<file path="src/rtl/vga_pkg.sv">
// Shared video-mode constants (SVGA 800x600@60 Hz, 40 MHz pclk) and small helpers
// used by every block in the video pipeline.
package vga_pkg;

  localparam int   VGA_H_ACTIVE = 800;
  localparam int   VGA_H_FP     = 40;
  localparam int   VGA_H_SYNC   = 128;
  localparam int   VGA_H_BP     = 88;

  localparam int   VGA_V_ACTIVE = 600;
  localparam int   VGA_V_FP     = 1;
  localparam int   VGA_V_SYNC   = 4;
  localparam int   VGA_V_BP     = 23;

  localparam logic VGA_H_POL    = 1'b1;
  localparam logic VGA_V_POL    = 1'b1;

  localparam int   VGA_CW       = 11;

  function automatic int axis_total(input int active, input int fp, input int sync, input int bp);
    return active + fp + sync + bp;
  endfunction

  localparam int   VGA_H_TOTAL  = axis_total(VGA_H_ACTIVE, VGA_H_FP, VGA_H_SYNC, VGA_H_BP);
  localparam int   VGA_V_TOTAL  = axis_total(VGA_V_ACTIVE, VGA_V_FP, VGA_V_SYNC, VGA_V_BP);

endpackage

</file>
<file path="src/rtl/vga_axis_cnt.sv">
// One raster axis: wrapping position counter plus registered sync/blank strobes that are
// decoded from the next count so they change on the same edge as the count itself.
module vga_axis_cnt
  import vga_pkg::*;
#(
  parameter int   ACTIVE = VGA_H_ACTIVE,
  parameter int   FP     = VGA_H_FP,
  parameter int   SYNC   = VGA_H_SYNC,
  parameter int   BP     = VGA_H_BP,
  parameter logic POL    = 1'b1,
  parameter int   CW     = VGA_CW
) (
  input  logic          pclk,
  input  logic          rst_n,
  input  logic          step,
  output logic [CW-1:0] count,
  output logic          sync,
  output logic          blnk,
  output logic          wrap
);

  localparam int TOTAL = axis_total(ACTIVE, FP, SYNC, BP);

  localparam logic [CW-1:0] L_LAST       = CW'(TOTAL - 1);
  localparam logic [CW-1:0] L_ACTIVE     = CW'(ACTIVE);
  // One extra bit so a sync window ending exactly at 2**CW still compares correctly.
  localparam logic [CW:0]   L_SYNC_START = (CW+1)'(ACTIVE + FP);
  localparam logic [CW:0]   L_SYNC_END   = (CW+1)'(ACTIVE + FP + SYNC);

  logic [CW-1:0] r_count;
  logic          r_sync;
  logic          r_blnk;

  logic [CW-1:0] w_next;
  logic          w_at_last;
  logic          w_sync_next;
  logic          w_blnk_next;

  always_comb begin
    w_at_last   = (r_count == L_LAST);
    w_next      = w_at_last ? '0 : r_count + CW'(1);
    w_sync_next = ({1'b0, w_next} >= L_SYNC_START) && ({1'b0, w_next} < L_SYNC_END);
    w_blnk_next = (w_next >= L_ACTIVE);
  end

  always_ff @(posedge pclk or negedge rst_n) begin
    if (!rst_n) begin
      r_count <= '0;
      r_sync  <= ~POL;
      r_blnk  <= 1'b0;
    end else if (step) begin
      r_count <= w_next;
      r_sync  <= w_sync_next ? POL : ~POL;
      r_blnk  <= w_blnk_next;
    end
  end

  // Combinational: tells the caller this edge takes the counter back to zero.
  assign wrap  = step & w_at_last;

  assign count = r_count;
  assign sync  = r_sync;
  assign blnk  = r_blnk;

endmodule

</file>
<file path="src/rtl/vga_timing.sv">
// VGA raster timing generator: horizontal/vertical counters, blanking, sync and a
// frame_start pulse, all registered and aligned to the same pclk edge.
module vga_timing
  import vga_pkg::*;
#(
  parameter int   H_ACTIVE = VGA_H_ACTIVE,
  parameter int   H_FP     = VGA_H_FP,
  parameter int   H_SYNC   = VGA_H_SYNC,
  parameter int   H_BP     = VGA_H_BP,
  parameter int   V_ACTIVE = VGA_V_ACTIVE,
  parameter int   V_FP     = VGA_V_FP,
  parameter int   V_SYNC   = VGA_V_SYNC,
  parameter int   V_BP     = VGA_V_BP,
  parameter logic H_POL    = VGA_H_POL,
  parameter logic V_POL    = VGA_V_POL,
  parameter int   CW       = VGA_CW
) (
  input  logic          pclk,
  input  logic          rst_n,
  input  logic          en,
  output logic [CW-1:0] hcount,
  output logic [CW-1:0] vcount,
  output logic          hsync,
  output logic          vsync,
  output logic          hblnk,
  output logic          vblnk,
  output logic          frame_start
);

  logic w_h_wrap;
  logic w_v_wrap;
  logic w_v_step;
  logic r_frame_start;

  // The vertical axis only moves on the edge that ends a line.
  assign w_v_step = en & w_h_wrap;

  vga_axis_cnt #(
    .ACTIVE (H_ACTIVE),
    .FP     (H_FP),
    .SYNC   (H_SYNC),
    .BP     (H_BP),
    .POL    (H_POL),
    .CW     (CW)
  ) u_h_axis (
    .pclk  (pclk),
    .rst_n (rst_n),
    .step  (en),
    .count (hcount),
    .sync  (hsync),
    .blnk  (hblnk),
    .wrap  (w_h_wrap)
  );

  vga_axis_cnt #(
    .ACTIVE (V_ACTIVE),
    .FP     (V_FP),
    .SYNC   (V_SYNC),
    .BP     (V_BP),
    .POL    (V_POL),
    .CW     (CW)
  ) u_v_axis (
    .pclk  (pclk),
    .rst_n (rst_n),
    .step  (w_v_step),
    .count (vcount),
    .sync  (vsync),
    .blnk  (vblnk),
    .wrap  (w_v_wrap)
  );

  // Both wraps already carry en, so a disabled edge always clears the pulse.
  always_ff @(posedge pclk or negedge rst_n) begin
    if (!rst_n) begin
      r_frame_start <= 1'b0;
    end else begin
      r_frame_start <= w_h_wrap & w_v_wrap;
    end
  end

  assign frame_start = r_frame_start;

endmodule

</file>
<file path="config.mk">
export PLATFORM = sky130hd
export DESIGN_NAME = vga_timing
export DESIGN_NICKNAME = d
export VERILOG_FILES = /design/src/rtl/vga_pkg.sv /design/src/rtl/vga_axis_cnt.sv /design/src/rtl/vga_timing.sv
export SDC_FILE = /design/constraint.sdc
export NUM_CORES = 1
export LEC_CHECK = 0
export CAP_MARGIN = 30
export CORE_ASPECT_RATIO = 0.6
export CORE_MARGIN = 2
export CORE_UTILIZATION = 45
export CTS_CLUSTER_DIAMETER = 200
export CTS_CLUSTER_SIZE = 30
export DETAILED_ROUTE_END_ITERATION = 10
export PLACE_DENSITY = 0.79
export REMOVE_ABC_BUFFERS = 1
export SYNTH_ARGS = -nofsm -noshare
export SYNTH_HDL_FRONTEND = slang
export SYNTH_HIERARCHICAL = 1
export SYNTH_SLANG_ARGS = --single-unit
</file>
<file path="constraint.sdc">
create_clock -name pclk -period 2.6 [get_ports pclk]
set_clock_uncertainty 0.15 [all_clocks]
set_input_delay 0.39 -clock pclk [delete_from_list [all_inputs] [get_ports pclk]]
set_output_delay 0.39 -clock pclk [all_outputs]
set_load 0.005 [all_outputs]
</file>
==> impl_metrics.csv <==
group,metric,value,unit
cts,clk_pin_slew_worst_paths,0.09,ns
finish,fin_util,0.586,
pwr,total_power,1510,uW
finish,syn_to_final_growth,26.3,%
critical_path,worstSetupStartpointType,"flip-flop",
pwr,ir_drop,0.316,mV
sta,hold_violations,0,
finish,num_antenna_cells,0,
finish,fin_area,2390,um^2
logic_synthesis,synthAdderAreaFrac,0.0198,
placed_design,portBuffers,29,
grt,grt.overflow.total,0,
cts,htreeDepth,1,
drt,viasPerCell,5.74,
sta,worstMarginPinSlew,0.440,ns
cts,cts_num_sinks,27,
pwr,cellPowerDensity,632,nW/um^2
sta,post-route-period-util,0.951,
grt,grt_use_total,0.225,
sta,layout_min_cycle_time,2.47,ns
flow_run,max_cap_violations,0,
logic_synthesis,yosys_register_bits,27,
logic_synthesis,synthCells,221,
cts,cts_buffers,3,
sta,slew_viol_final,0,
logic_synthesis,synth_compound_area_frac,0.187,
floorplan,num_io_pins,30,
placed_design,hpwl,3570,um
floorplan,start_util,0.464,
cts,clk_path_buf_depth,2,
drt,drt_first_pass_iters,5,
floorplan,die_w,87.7,um
critical_path,cp_slowest_cell,"or4b_4",
status,outcome,"complete, no violations",
logic_synthesis,synth_top_family_by_area,"simple AND/OR/NAND/NOR gates",
placed_design,dp_cells,314,
logic_synthesis,syn-cell-area,1890,um^2
grt,grt_pass1_vias,1609,
critical_path,cp_data_required_time,2.65,ns
cts,tritoncts,"built",
cts,hold_buffers,0,
pwr,leakage,0.000961,uW
sta,max_slew_margin,0.703,
critical_path,cp.arrival,2.52,ns
logic_synthesis,synth_cell_types,54,
critical_path,crit_path_max_incr_delay,0.57,ns
logic_synthesis,synth_edf_count,0,
logic_synthesis,synth_simple_gate_area_share,0.293,
logic_synthesis,avgSynthCellArea,8.56,um^2
logic_synthesis,synth_xor_xnor_area_share,0.0556,
finish,final_common_cell,"clkdlybuf4s50_1",
placed_design,placed_cell_area,2330,um^2
worst_hold_path,min_path_type,"in -> async",
grt,grt_max_degree,28,
logic_synthesis,synth_warnings,6,
sta,fmax,404,MHz
critical_path,path_cells,"or4b_4 -> nor4b_4 -> and2_4 -> and2_1 -> inv_1 -> or3_4 -> nor2_2 -> xor2_1",
floorplan,die_area,4760,um^2
critical_path,crit_type,"reg -> reg",
drt,drt_iter0_markers,232,
sta,rsz0062_at_grt,"no",
cts,root_buffer,"clkbuf_8",
drt,wire_per_inst,14.9,um
finish,stdcell_count,319,
grt,antenna_found_initial,0,
critical_path,cp_max_fo,3,
finish,layout_common_cells,"clkdlybuf4s50_1 (29), dfrtp_1 (27), buf_4 (24)",
sta,setup_viol,0,
drt,remaining_drc_errors,0,
finish,drive_above_1_share,0.135,
finish,layout.nets,266,
logic_synthesis,ys.flop_type,"dfrtp_1",
logic_synthesis,synth.mux.area_fraction,0.0165,
cts,insertion_delay,0.27,ns
floorplan,coreArea,4080,um^2
grt,grt_pass1_wl,8110,um
drt,vias,1830,
logic_synthesis,ys_seq_area_frac,0.357,
drt,drtAntennaViolNets,0,
drt,drt_wl_total,4760,um
logic_synthesis,synth-async-reset-ratio,1.00,
critical_path,end_kind,"flip-flop",
placed_design,gp_congestion,0.931,
floorplan,die_h,54.2,um
floorplan,row_count,18,
sta,tns,0,ns
cell families after synthesis:
logic type,Yosys count
adder cells (fa/ha/maj),3
multiplexers,3
AO/OA/AOI/OAI,50
flip-flops,27
AND/OR/NAND/NOR,99
buffers and inverters,27
XOR/XNOR,12
worst max-delay path: cells and delay by family, from the launching register on:
kind / cells / cell delay (ns)
flip-flops: 1 / 0.38
AND/OR/NAND/NOR: 6 / 1.65
buffers and inverters: 1 / 0.06
XOR/XNOR: 1 / 0.14
through the flow:
stage / setup WS, ns / hold slack (ns)
6_report: 0.127 / 0.326
3_3_place_gp: 0.0769 / 0.382
4_1_cts: 0.0373 / 0.340
2_1_floorplan: -0.353 / -0.0556
3_5_place_dp: -0.0143 / 0.385
5_1_grt: 0.0166 / 0.359
metal layers:
| layer | up-vias | global-route usage | routed length (um) |
|---|---|---|---|
| met4 | 0 | 0.0385 | 0 |
| li1 | 883 | - | - |
| met2 | 81 | 0.302 | 1970 |
| met1 | 866 | 0.365 | 2460 |
| met5 | - | 0 | 0 |
| met3 | 0 | 0.0498 | 331 |
timing repair:
| item | CTS | global route |
|---|---|---|
| gates resized for setup | 0 | 3 |
| endpoints found under the setup margin | 1 | 2 |
| pin swaps | 1 | 1 |
| setup buffers | 1 | 0 |
cell type report:
cell class | count | area [um^2]
flip-flops and latches | 27 | 676
inverters | 8 | 30.0
clock buffers | 4 | 45.0
multi-input cells | 167 | 1090
repair buffers | 53 | 470
well taps | 60 | 75.1
fillers | 351 | 1690
worst paths after layout:
path                                        start            endpoint  slack (ns)  cells after the start
min in group pclk                   u_h_axis/blnk       u_h_axis/blnk        0.40                      2
worst min register to register      u_h_axis/blnk       u_h_axis/blnk        0.40                      2
worst min-delay path                        rst_n   u_v_axis/count[3]        0.33                      2
worst max register to register  u_h_axis/count[5]  u_v_axis/count[10]        0.13                      8
worst max-delay path            u_h_axis/count[5]  u_v_axis/count[10]        0.13                      8
max in group asynchronous                   rst_n       u_v_axis/blnk        1.71                      2
synth_stat cells, types with 2 or more instances:
master    instances  area (um^2)
nand2_1          23         86.3
mux2i_1           2         20.0
or3_1             3         18.8
a311oi_1          2         17.5
a21oi_1           6         30.0
and4_1            3         26.3
a31oi_1           5         31.3
o32ai_1           2         17.5
ha_1              3         37.5
o31ai_1           3         22.5
nand4b_1          3         26.3
o21ai_1           2         10.0
nor3_1            7         35.0
xor2_1            3         26.3
and2_1            5         31.3
and3_1            3         18.8
a211oi_1          3         22.5
o211ai_1          3         22.5
nand4_1           6         37.5
nand3_1          15         75.1
o21ai_0           9         45.0
nand2b_1          4         25.0
inv_1             8         30.0
buf_6             2         22.5
nor2_1           15         56.3
buf_2            11         55.1
clkbuf_1          5         18.8
a21o_1            2         15.0
o21a_1            2         15.0
dfrtp_1          27          676
nor2b_1           3         18.8
xnor2_1           9         78.8
power by group:
part           internal (uW)  switching (uW)  total, uW
sequential               491            51.5        543
combinational            361             373        733
clock                    110             123        233
total                    962             547       1510
registers in the layout (all words and copies together), names as in the netlist:
register and cells:
u_h_axis/count 11, u_v_axis/count 11, frame_start 1, u_h_axis/blnk 1, u_h_axis/sync 1, u_v_axis/blnk 1, u_v_axis/sync 1
Note: power is estimated with default switching activity, not from simulation.
